[src/rtl/divider_sequencer.sv]
// ---------------------------------------------------------------------------
// divider_sequencer
//   Iterative restoring unsigned divider controller. Holds the quotient and
//   remainder registers and a step counter, and drives one external
//   (WIDTH+1)-bit adder as a trial subtractor once per cycle. One quotient
//   bit is retired per RUN cycle; divide-by-zero short-circuits to DONE.
//
// Ports
//   clk        in   1        rising-edge clock
//   rst_n      in   1        asynchronous active-low reset
//   Start      in   1        request, sampled only in IDLE or DONE
//   Dividend   in   WIDTH    captured on accepted Start
//   Divisor    in   WIDTH    captured on accepted Start
//   AddA       out  WIDTH+1  adder operand A = {Rem, Quo msb}
//   AddB       out  WIDTH+1  adder operand B = ~{0, divisor}
//   AddCin     out  1        constant 1 (subtract)
//   AddSum     in   WIDTH+1  adder sum
//   AddCout    in   1        adder carry out, 1 = trial difference >= 0
//   Busy       out  1        high while RUN
//   Done       out  1        one-cycle result-valid pulse
//   DivZero    out  1        divisor was zero on last accepted Start
//   Quotient   out  WIDTH    result quotient
//   Remainder  out  WIDTH    result remainder
// ---------------------------------------------------------------------------
module divider_sequencer #(
  parameter int WIDTH = 32
) (
  input  logic             clk,
  input  logic             rst_n,
  input  logic             Start,
  input  logic [WIDTH-1:0] Dividend,
  input  logic [WIDTH-1:0] Divisor,
  output logic [WIDTH:0]   AddA,
  output logic [WIDTH:0]   AddB,
  output logic             AddCin,
  input  logic [WIDTH:0]   AddSum,
  input  logic             AddCout,
  output logic             Busy,
  output logic             Done,
  output logic             DivZero,
  output logic [WIDTH-1:0] Quotient,
  output logic [WIDTH-1:0] Remainder
);

  localparam int CNT_W = $clog2(WIDTH + 1);
  localparam logic [CNT_W-1:0] CNT_LAST = CNT_W'(WIDTH - 1);
  localparam logic [CNT_W-1:0] CNT_ONE  = CNT_W'(1);

  typedef enum logic [1:0] {
    S_IDLE = 2'd0,
    S_RUN  = 2'd1,
    S_DONE = 2'd2
  } state_t;

  state_t           r_state;
  state_t           w_state_nxt;
  logic [CNT_W-1:0] r_cnt;
  logic [WIDTH-1:0] r_quo;
  logic [WIDTH-1:0] r_rem;
  // Divisor is stored already complemented so AddB is a pure register output
  // and reads 0 out of reset.
  logic [WIDTH:0]   r_divn;
  logic             r_divzero;
  logic             w_accept;
  logic             w_div_is_zero;
  logic             w_last;
  logic             w_unused_sum_msb;

  // The remainder invariant (Rem < divisor) keeps every accepted difference
  // inside WIDTH bits, so the adder's top sum bit carries no information.
  assign w_unused_sum_msb = AddSum[WIDTH];

  assign w_div_is_zero = (Divisor == '0);
  assign w_accept      = Start && (r_state != S_RUN);
  assign w_last        = (r_cnt == CNT_LAST);

  always_ff @(posedge clk or negedge rst_n) begin
    if (!rst_n) begin
      r_state <= S_IDLE;
    end else begin
      r_state <= w_state_nxt;
    end
  end

  always_comb begin
    w_state_nxt = r_state;
    case (r_state)
      S_IDLE, S_DONE: begin
        if (Start) begin
          w_state_nxt = w_div_is_zero ? S_DONE : S_RUN;
        end else begin
          w_state_nxt = S_IDLE;
        end
      end
      S_RUN: begin
        if (w_last) begin
          w_state_nxt = S_DONE;
        end
      end
      default: w_state_nxt = S_IDLE;
    endcase
  end

  always_ff @(posedge clk or negedge rst_n) begin
    if (!rst_n) begin
      r_cnt     <= '0;
      r_quo     <= '0;
      r_rem     <= '0;
      r_divn    <= '0;
      r_divzero <= 1'b0;
    end else if (w_accept) begin
      r_cnt     <= '0;
      r_divn    <= ~{1'b0, Divisor};
      r_divzero <= w_div_is_zero;
      if (w_div_is_zero) begin
        r_quo <= '1;
        r_rem <= Dividend;
      end else begin
        r_quo <= Dividend;
        r_rem <= '0;
      end
    end else if (r_state == S_RUN) begin
      // Shift the next dividend bit into the partial remainder; keep the
      // trial difference only when it did not go negative.
      r_quo <= {r_quo[WIDTH-2:0], AddCout};
      r_rem <= AddCout ? AddSum[WIDTH-1:0] : {r_rem[WIDTH-2:0], r_quo[WIDTH-1]};
      r_cnt <= r_cnt + CNT_ONE;
    end
  end

  assign AddA      = {r_rem, r_quo[WIDTH-1]};
  assign AddB      = r_divn;
  assign AddCin    = 1'b1;
  assign Busy      = (r_state == S_RUN);
  assign Done      = (r_state == S_DONE);
  assign DivZero   = r_divzero;
  assign Quotient  = r_quo;
  assign Remainder = r_rem;

endmodule

[config.mk]
export PLATFORM = sky130hd
export DESIGN_NAME = divider_sequencer
export DESIGN_NICKNAME = d
export VERILOG_FILES = /design/src/rtl/divider_sequencer.sv
export SDC_FILE = /design/constraint.sdc
export NUM_CORES = 1
export LEC_CHECK = 0
export ABC_AREA = 0
export CORE_UTILIZATION = 43
export CTS_CLUSTER_SIZE = 28
export DETAILED_ROUTE_END_ITERATION = 10
export PLACE_DENSITY = 0.91
export RECOVER_POWER = 25
export SLEW_MARGIN = 20
export SYNTH_ARGS = -nofsm -noshare
export SYNTH_HDL_FRONTEND = slang
export SYNTH_SLANG_ARGS = --single-unit
[constraint.sdc]
create_clock -name clk -period 1.7 [get_ports clk]
set_input_delay 0.34 -clock clk [delete_from_list [all_inputs] [get_ports clk]]
set_output_delay 0.34 -clock clk [all_outputs]
set_load 0.02 [all_outputs]
---- Yosys cells after proc, flatten, opt, wreduce, memory -nomap -nowiden ----
Cells that the tools add are included.
W data, S select, Z words.
cells by class
  add/sub/neg operators ................... 1
  bitwise operators ....................... 1
  equal/unequal tests ..................... 5
  multiply operators ...................... 0
  muxes and demuxes ....................... 13
  div/mod/pow operators ................... 0
  magnitude comparators ................... 0
  shift-type cells ........................ 0
  reduce and logical (&&, ||, !) cells .... 5
operators with widths
  cell                   number
  $mux W32               7
  $not A32 Y33           1
  $logic_not A32 Y1      1
  $mux W6                2
  $add A6 B1 Y6 const B  1
  $eq A6 B5 Y1 const B   1
  $mux W2                3
  $ne A2 B1 Y1 const B   2
  $pmux W2 S2            1
  $eq A2 B1 Y1 const B   1
  $eq A2 B2 Y1 const B   1
  $logic_not A2 Y1       1
  $reduce_bool A2 Y1     1
  $reduce_or A2 Y1       1
  $logic_and A1 B1 Y1    1
storage, ports and cells
  input bits .............................. 101
  memory bits (read-only) ................. 0
  bits in latches ......................... 0
  RAM bits ................................ 0
  output and inout bits ................... 134
  memories kept ........................... 0
  bits in registers ....................... 106

---- Longest topological paths before layout ----
Gate-level depths: netlist of the first run.
  word-level depth ........................ 4
  mapped depth ............................ 6

---- Worst setup path before layout of the first run ----
OpenSTA, ideal clock, no wires.
  kind .................................... reg2reg
  from .................................... reg r_state[1]
  to ...................................... reg r_cnt[4]
  buffers on the path ..................... 1
  slack ................................... 0.218 ns
  data arrival time ....................... 1.351 ns
  data required time ...................... 1.569 ns
  stages on the path, launching flop included .. 7
  clock period less this slack ............ 1.482 ns
  cell sequence ........................... dfrtp_1 > nand2b_1 > inv_1 > clkbuf_1 > nor2_1 > o21ai_0 > o31ai_1
between the ends
  elaborated cells between the ends (all ways) .. 5
  those cells by class .................... eq/ne (2); mux (1); reduce/logical (2)
RTL lines
  item                          line  text
  start, declared               55    state_t r_state;
  start signal, assigned        81    r_state <= w_state_nxt;
  $eq A2 B1 Y1                  -
  named net Busy                38    output logic Busy,
  $reduce_bool A2 Y1 (no line)  -
  end signal, assigned          127   r_cnt <= r_cnt + CNT_ONE;
  end, declared                 57    logic [CNT_W-1:0] r_cnt;
The timed path passes the listed nets, and every way through them passes these cells.
A chain may end at the register's enable or synchronous reset.

---- Worst setup path in the final report of the first run ----
  from .................................... in Divisor[1]
  to ...................................... reg r_rem[13] (netlist: Remainder[13])
between the ends
  cells in the longest elaborated chain, start to end .. 3
RTL lines
  item                  line  text
  start, declared       32    input logic [WIDTH-1:0] Divisor,
  $logic_not A32 Y1     73    assign w_div_is_zero = (Divisor == '0);
  $mux W32              115   if (w_div_is_zero) begin
  $mux W32              111   end else if (w_accept) begin
  end signal, assigned  117   r_rem <= Dividend;
  end signal, assigned  126   r_rem <= AddCout ? AddSum[WIDTH-1:0] : {r_rem[WIDTH-2:0], r_quo[WIDTH-1]};
  end, declared         59    logic [WIDTH-1:0] r_rem;
Every way passes these cells.

==> results_dict.tcl, run 1 <==
set metrics [dict create \
    wire_per_inst_um 17.2 \
    synth_seq_cells 106 \
    final_common_cell "dfrtp_1" \
    fin_nets 878 \
    detail-route-antenna-nets 0 \
    avgSynthCellArea_um2 9.05 \
    clockRootBuffer "clkbuf_16" \
    rows 40 \
    clock-sinks 106 \
    p_per_area_nw_per_um2 1280 \
    setup_viol 0 \
    max_freq_mhz 593 \
    slowest_stage "or3_4" \
    final_core_util_pct 67.1 \
    worst_slew_pin_slew_ps 1460 \
    r2r_slack_ps 160 \
    routabilityCongestion 0.758 \
    clock_latency_ps 350 \
    path_class "primary input to flop" \
    ir_drop_uv 791 \
    seqCellArea_um2 2650 \
    via_per_inst 5.35 \
    crit_arrival_ps 1960 \
    start_util_pct 44.2 \
    netlist_area_um2 5330 \
    die_w_um 113 \
    ios 235 \
    grt_pass1_wl_um 24400 \
    synth.top_cell.area_share_pct 49.8 \
    final.setup.tns_ps 0 \
    post-route-min-period_ps 1690 \
    max_stage_delay_ps 480 \
    multi_input_area_um2 2290 \
    cp_cell_sequence "dlygate4sd2_1 > nor4_2 > buf_4 > nand4_1 > buf_6 > or3_4 > o21ai_2" \
    wirelength_um 16300 \
    finalHoldViolCount 0 \
    grt_usage_pct 24.3 \
    syn-instance-count 589 \
    yosys.area.top_type "dfrtp_1" \
    max_cap_viol_count 0 \
    drv_slew 0 \
    die_h_um 113 \
    cts_hold_buf 0 \
    synth.area.top_cells "dfrtp_1, o21ai_0, mux2i_1, o21ai_1, buf_4" \
    p_leak_nw 3.88 \
    areaGrowthSynthToFinish_pct 52.0 \
    skew_ps 7.09 \
    cp_max_fo 6 \
    die_area_um2 12800 \
    clock_path_buffers 2 \
    htreeDepth 3 \
    cp-end-kind "flop" \
    period_share_pct 99.3 \
    hpwl_um 10600 \
    layout_common_cells "dfrtp_1, clkdlybuf4s50_1, dlygate4sd2_1" \
    antennaDiodeCount 0 \
    status "complete, no violations" \
    fill_cells 953 \
    critPathLaunchType "primary input" \
    worstPathRequired_ps 1980 \
    num_vias 5071 \
    grt_overflow 0 \
    synth_fp_nets 691 \
    grt_max_degree 107 \
    antenna_found_initial 0 \
    synthArstFlopShare_pct 100 \
    synth_edf_count 0 \
    first_global_vias 4734 \
    synth_ff_type "dfrtp_1" \
    first_iter_violations 361 \
    cts_tree "done" \
    max_slew_margin_pct 2.36 \
    ys_seq_area_share_pct 49.8 \
    yosys.cell_types.count 33 \
    core-area_um2 12100 \
    drc 0 \
    yosys_warnings 0 \
    clk_pin_slew_ps 70 \
    portBuffers 232 \
    first_pass_iters 5 \
    drive_gt1_share_pct 8.21 \
    cts_buffers 9 \
    hold_class "primary input to flop" \
]
-- metal layers --
layer / vias to the layer above / track usage (%) / part of all wire [%]
li1: 2413 / - / -
met1: 2401 / 30.5 / 40
met2: 231 / 40.2 / 48
met3: 26 / 7.23 / 9.5
met4: 0 / 8.33 / 2.2
met5: - / 0 / 0
-- cells in the mapped netlist (2+ instances only) --
cell type / n
o21ai_1: 51
nor2_1: 45
nor4_1: 4
a21oi_1: 8
nand2b_1: 26
a31oi_1: 32
nand4_1: 2
o21ai_0: 77
buf_2: 9
clkbuf_1: 31
buf_6: 6
nor4_2: 4
nand3_1: 36
mux2i_1: 32
nand2_1: 63
or3_1: 8
buf_4: 34
dfrtp_1: 106
-- power breakdown --
group	leakage [nW]	internal [W]	switching, W	total (W)
combinational	2.47	0.00192	0.00245	0.00436
clock	0.148	0.00121	0.000906	0.00212
sequential	1.26	0.00329	0.000606	0.00390
-- critical path, delay by kind of cell --
| family | cells | cell delay [ps] |
|---|---|---|
| and+or+nand+nor | 3 | 890 |
| AOI/OAI and AO/OA | 1 | 160 |
| buffers and inverters | 3 | 570 |
-- flip-flops by register name, summed over array words and instances (netlist names) --
register	cells
AddB	33
DivZero	1
Quotient	32
Remainder	32
r_cnt	6
r_state	2
-- worst paths after layout --
path / startpoint / cells after the start / end
max: Divisor[1] / 7 / Remainder[13]
min: Divisor[23] / 2 / AddB[23]
max reg2reg: r_state[0] / 7 / Quotient[28]
min in group asynchronous: rst_n / 2 / AddB[6]
min reg2reg: AddB[32] / 1 / AddB[32]
max in group asynchronous: rst_n / 2 / Remainder[6]
-- per-stage QoR --
step,cell area (um^2),hold WS [ps],std cells,power [W],setup slack [ps]
final,8100,248,948,0.0104,12.5
after global routing,8100,260,948,0.0110,-36.8
after CTS,7840,85.9,942,0.0104,-29.2
after detailed placement,7630,464,927,0.00864,-507
after global placement,7630,450,927,0.00850,-485
after floorplan,5330,44.4,589,0.00630,218
-- layout make-up --
| cell class | instances | share of cell area, % |
|---|---|---|
| inverter | 2 | 0.0927 |
| multi-input combinational | 403 | 28.3 |
| tap | 168 | 2.60 |
| clock inverter | 4 | 0.633 |
| timing repair buffer | 254 | 32.5 |
| sequential | 106 | 32.8 |
| clock buffer | 11 | 3.12 |
-- repair_timing --
action                                  4_1_cts  5_1_grt
gates cloned                                  0        4
gates resized for setup                      86       74
endpoints found under the hold margin         0        0
endpoints found under the setup margin      142      102
pin swaps                                     0       16
setup buffers                                 0        2
-- cells by family after synthesis --
logic type / share of synthesized area (%)
fa+ha+maj: 0.235
xor+xnor: 0.164
flops: 49.8
buf+inv: 9.30
compound gates: 17.0
mux: 6.01
simple gates: 17.4
other cells: 0.0704
No activity file was read; power rests on OpenSTA's default activity.
==> run 2: changes to the inputs <==
GPL_ROUTABILITY_DRIVEN = 0   (was unset)
==> results of run 2 <==
No change in the layout: final DEF, timing and power equal those of run 1.
